`config.mk`:
```
export PLATFORM = sky130hd
export DESIGN_NAME = pc_gen
export DESIGN_NICKNAME = d
export VERILOG_FILES = /design/src/rtl/pc_gen.sv
export SDC_FILE = /design/constraint.sdc
export NUM_CORES = 1
export LEC_CHECK = 0
export ABC_AREA = 0
export BUFFER_PORTS_ARGS = -buffer_cell sky130_fd_sc_hd__buf_2
export CAP_MARGIN = 20
export CORE_MARGIN = 2
export CORE_UTILIZATION = 60
export DETAILED_ROUTE_END_ITERATION = 6
export PLACE_DENSITY = 0.82
export SYNTH_ARGS = -nofsm -noshare
export SYNTH_HDL_FRONTEND = slang
export SYNTH_SLANG_ARGS = --single-unit
```
`constraint.sdc`:
```
create_clock -name clk -period 8.3 [get_ports clk]
set_clock_uncertainty 0.1 [all_clocks]
set_input_delay 0.415 -clock clk [delete_from_list [all_inputs] [get_ports clk]]
set_output_delay 0.415 -clock clk [all_outputs]
set_load 0.02 [all_outputs]
```
`src/rtl/pc_gen.sv`:
```
// Fetch program-counter generator: sequential step, branches, exceptions and a
// circular return-address stack for call/return prediction.
module pc_gen #(
  parameter int unsigned       ADDR_W       = 32,
  parameter int unsigned       STEP         = 4,
  parameter logic [ADDR_W-1:0] RESET_VECTOR = '0,
  parameter logic [ADDR_W-1:0] EXC_VECTOR   = ADDR_W'(32'h0000_0020),
  parameter int unsigned       RAS_DEPTH    = 4,
  localparam int unsigned      CNT_W        = $clog2(RAS_DEPTH) + 1
) (
  input  logic              clk,
  input  logic              rst,
  input  logic              stall,
  input  logic              exc_flag,
  input  logic              branch_flag,
  input  logic              link_flag,
  input  logic              ret_flag,
  input  logic [ADDR_W-1:0] branch_target,
  output logic [ADDR_W-1:0] pc,
  output logic              ce,
  output logic [ADDR_W-1:0] epc,
  output logic              addr_err,
  output logic [CNT_W-1:0]  ras_count
);

  localparam int unsigned       PTR_W      = $clog2(RAS_DEPTH);
  localparam logic [ADDR_W-1:0] ALIGN_MASK = ADDR_W'(STEP - 1);
  localparam logic [ADDR_W-1:0] STEP_INC   = ADDR_W'(STEP);
  localparam logic [CNT_W-1:0]  CNT_FULL   = CNT_W'(RAS_DEPTH);

  logic [ADDR_W-1:0] pc_q, pc_d;
  logic [ADDR_W-1:0] epc_q, epc_d;
  logic              addr_err_q, addr_err_d;
  logic              started_q, started_d;
  logic              ce_q, ce_d;
  logic [CNT_W-1:0]  cnt_q, cnt_d;
  logic [PTR_W-1:0]  ptr_q, ptr_d;
  logic [ADDR_W-1:0] ras_q [RAS_DEPTH];

  logic [ADDR_W-1:0] pc_seq;
  logic [ADDR_W-1:0] ras_top;
  logic              misaligned;
  logic              push;
  logic              pop;

  always_comb begin
    pc_seq     = pc_q + STEP_INC;
    ras_top    = ras_q[ptr_q - PTR_W'(1)];
    misaligned = (branch_target & ALIGN_MASK) != '0;

    pc_d       = pc_q;
    epc_d      = epc_q;
    addr_err_d = 1'b0;
    push       = 1'b0;
    pop        = 1'b0;
    // ce rises one edge after started, so the first enabled edge fetches RESET_VECTOR
    started_d  = 1'b1;
    ce_d       = started_q;

    if (ce_q) begin
      if (exc_flag) begin
        pc_d  = EXC_VECTOR;
        epc_d = pc_q;
      end else if (stall) begin
        pc_d = pc_q;
      end else if (branch_flag && misaligned) begin
        pc_d       = EXC_VECTOR;
        epc_d      = branch_target;
        addr_err_d = 1'b1;
      end else if (branch_flag) begin
        pc_d = branch_target;
        push = link_flag;
      end else if (ret_flag) begin
        if (cnt_q != '0) begin
          pc_d = ras_top;
          pop  = 1'b1;
        end else begin
          pc_d = branch_target & ~ALIGN_MASK;
        end
      end else begin
        pc_d = pc_seq;
      end
    end

    // Pointer always advances on push; when full the oldest slot is overwritten
    ptr_d = ptr_q;
    cnt_d = cnt_q;
    if (push) begin
      ptr_d = ptr_q + PTR_W'(1);
      if (cnt_q != CNT_FULL) cnt_d = cnt_q + CNT_W'(1);
    end else if (pop) begin
      ptr_d = ptr_q - PTR_W'(1);
      cnt_d = cnt_q - CNT_W'(1);
    end
  end

  always_ff @(posedge clk or negedge rst) begin
    if (!rst) begin
      pc_q       <= RESET_VECTOR;
      epc_q      <= '0;
      addr_err_q <= 1'b0;
      started_q  <= 1'b0;
      ce_q       <= 1'b0;
      cnt_q      <= '0;
      ptr_q      <= '0;
    end else begin
      pc_q       <= pc_d;
      epc_q      <= epc_d;
      addr_err_q <= addr_err_d;
      started_q  <= started_d;
      ce_q       <= ce_d;
      cnt_q      <= cnt_d;
      ptr_q      <= ptr_d;
    end
  end

  // Stack storage is not reset; entries are unreachable while the count is zero
  always_ff @(posedge clk) begin
    if (push) ras_q[ptr_q] <= pc_seq;
  end

  assign pc        = pc_q;
  assign ce        = ce_q;
  assign epc       = epc_q;
  assign addr_err  = addr_err_q;
  assign ras_count = cnt_q;

endmodule

```
==> out/metrics.cfg <==
[global_route]
grt_usage_pct = 30.2
first_global_vias = 6723
grt_max_degree = 73
antenna_found_initial = 1
gr-total-overflow = 0
grt_pass1_wl_um = 37100

[pwr]
switching_share_pct = 31.5
p_comb_share_pct = 27.6
p_switching_w = 0.000865
power_leakage_nw = 4.27
seqPwrFrac_pct = 43.4
peakVddDrop_v = 0.000210
internal-power_w = 0.00188
p_per_area_mw_per_mm2 = 259
power_w = 0.00275
power_frac_clock_pct = 29.0

[layout]
drive_gt1_share_pct = 24.1
seq_area_mm2 = 0.00565
multi_input_area_mm2 = 0.00346
num-nets-final = 865
n_fill_cell = 1026
antenna_cells = 0
area_delta_synth_final_pct = 13.1

[placed_design]
gp_congestion = 0.906
dp_hpwl_um = 14900
dp_slack_ns = 4.70
numPortBuffers = 107

[sta]
fin_crit_sh_pct = 44.5
slew_headroom_pct = 20.5
fmax_mhz = 271
worst_pin_slew_ns = 1.19
slew_violations = 0
setup_tns_ns = 0
worst_slack_ns = 4.61
setup_viol = 0
hold_violations = 0
layout_min_cycle_time_ns = 3.69
rsz0062_at_grt = no

[route]
drt-pass1-iter-count = 5
vias = 6820
antenna_left = 0
vias_per_cell = 6.68
wirelength_um = 24100
post_drt_wl_per_cell_um = 23.6
drc = 0
dr.first_iter.drc_count = 888

[setup_path]
cp_cell_sequence = buf_4, inv_1, ha_2, mux4_2, mux2_2, o221ai_1, a31oi_1, a221o_1
path_max_fanout = 35
crit_slowest_cell = ha_2
slowest_delay_ns = 0.99
arrival_ns = 3.91
crit_required_ns = 8.52
end_kind = register
cp-start-kind = register
crit_type = register to register

[clocking]
cts_buffers = 17
postCtsResizedCells = 0
clkSinkCount = 200
cts_htree_levels = 4
hold_buffers = 0
worstSkewPairLatency_ns = 0.44
cts_tree = built
clk_pin_slew_worst_paths_ns = 0.07
cts_setup_buffers = 0
cts_buffer_depth = 2
cts_root_buffer = clkbuf_16

[floorplanning]
die_area_mm2 = 0.0166
die_h_um = 129
die_w_um = 129
coreArea_mm2 = 0.0152
ios = 108
num_rows = 45
start_util_pct = 61.6

[synthesis]
synth_area_mm2 = 0.00937
synth-main-ff-cell = edfxtp_1
synth_seq_area_share_pct = 60.3
synth.distinct_cells = 61
synth_fp_nets = 782
synth-edff-count = 128
syn_area_per_cell_um2 = 12.7
ys_warn_count = 0
ys_ff_latch = 200
syn_inst = 737
async_reset_ff_share_pct = 36.0

[worst_hold_path]
min_path_type = input pin to asynchronous set/reset pin

[status]
status = complete, no violations

[flow_run]
drv_cap = 0

worst max-delay path, delay by kind of cell, from the launching register on:
kind | cells | cell delay (ns)
fa+ha+maj | 1 | 0.99
buf+inv | 2 | 0.78
mux | 2 | 0.70
compound gates | 3 | 0.65
flops | 1 | 0.34
power groups by stage:
stage | logic [W] | clock network [W] | registers [W]
floorplan | 0.000500 | 0 | 0.00125
global placement | 0.000728 | 0 | 0.00121
detailed placement | 0.000746 | 0 | 0.00121
CTS | 0.000756 | 0.000798 | 0.00119
global route | 0.000814 | 0.000831 | 0.00120
finish | 0.000758 | 0.000796 | 0.00119
cells in the mapped netlist (all sizes together), types with 5 or more instances:
library cell / instances / area [um^2]
xor2: 11 / 96.3
mux2i: 34 / 340
dfrtp: 72 / 1800
edfxtp: 128 / 3840
a22o: 5 / 43.8
a21oi: 24 / 120
a21o: 7 / 52.6
o22ai: 6 / 37.5
mux4: 32 / 721
xnor2: 9 / 78.8
clkbuf: 35 / 133
a221o: 6 / 60.1
nand4: 8 / 50.1
o31ai: 8 / 60.1
nor2: 23 / 86.3
or2: 7 / 43.8
or3: 7 / 43.8
nand2: 79 / 297
ha: 5 / 62.6
o21ai: 67 / 335
inv: 18 / 67.6
buf: 19 / 95.1
a31oi: 10 / 62.6
and2: 9 / 56.3
a22oi: 12 / 90.1
nor4: 12 / 75.1
nand3: 15 / 80.1
nor3: 16 / 80.1
or4: 5 / 45.0
sequential cells by signal (all words and copies together), names as in the netlist:
signal     cells
ce_d           1
addr_err       1
ras_q        128
epc           32
ce             1
pc            32
ras_count      3
ptr_q          2
metrics by stage:
stage               cells  instance area, um^2  util, %  hold slack (ns)
detailed placement    989                10000     66.0            0.240
global route         1021                10600     69.7            0.115
CTS                  1021                10600     69.7           0.0622
floorplan             737                 9370        -           0.0194
finish               1021                10600     69.7           0.0357
global placement      989                10000     66.0            0.238
cell families (layout without fill, tap and decap cells):
family / after synthesis / count (layout) / share of synthesized area (%)
flip-flops: 200 / 200 / 60.3
AND/OR/NAND/NOR: 197 / 197 / 10.4
AO/OA/AOI/OAI: 172 / 172 / 11.7
buffers and inverters: 72 / 168 / 3.15
multiplexers: 69 / 69 / 11.7
XOR/XNOR: 20 / 20 / 1.87
adder cells (fa/ha/maj): 6 / 6 / 0.882
other: 1 / 1 / 0.0400
metal layers:
| layer | vias to the layer above | share of wire [%] | global-route usage (%) |
|---|---|---|---|
| li1 | 2973 | - | - |
| met1 | 3360 | 39 | 39.4 |
| met2 | 418 | 48 | 47.6 |
| met3 | 69 | 9.9 | 7.61 |
| met4 | 0 | 3.3 | 15.1 |
| met5 | - | 0 | 0 |
final timing paths:
| kind | slack (ns) | end | start | depth (start not counted) |
|---|---|---|---|---|
| max | 4.61 | pc[15]$_DFFE_PN0P_ | ptr_q[0]$_DFFE_PN0P_ | 8 |
| min | 0.04 | ras_count[0]$_DFFE_PN0P_ | rst | 1 |
| max reg2reg | 4.61 | pc[15]$_DFFE_PN0P_ | ptr_q[0]$_DFFE_PN0P_ | 8 |
| min reg2reg | 0.27 | ce$_DFF_PN0_ | ce_d$_DFF_PN0_ | 0 |
| max in group asynchronous | 7.41 | ptr_q[0]$_DFFE_PN0P_ | rst | 1 |
| min in group clk | 0.16 | pc[26]$_DFFE_PN0P_ | branch_target[26] | 2 |
cell usage in the layout, fill, tap and decap left out, drive strengths merged, types with 3 or more instances in the layout:
cell / n
o31a: 4
dfrtp: 72
and3: 3
o22ai: 6
or2: 7
o221ai: 3
inv: 19
clkinvlp: 4
ha: 5
edfxtp: 128
nand3b: 3
and4: 3
or4: 5
o211ai: 4
a21o: 7
and2: 9
xnor2: 9
nand2: 79
buf: 118
a22o: 5
a221o: 6
mux4: 32
nand3: 15
nor4: 12
o31ai: 8
nand4: 8
mux2: 3
clkbuf: 22
xor2: 11
a31oi: 10
nor3: 16
a21oi: 24
or3: 7
mux2i: 34
a22oi: 12
o21ai: 67
clkinv: 4
nor2: 23
layout make-up:
cell class,instances,area share [%]
Clock buffer,22,4.38
Inverter,18,0.638
Tap cell,188,2.22
Timing Repair Buffer,118,5.86
Clock inverter,10,0.910
Multi-Input combinational cell,465,32.7
Sequential cell,200,53.3
(Power assumes the default switching activity.)
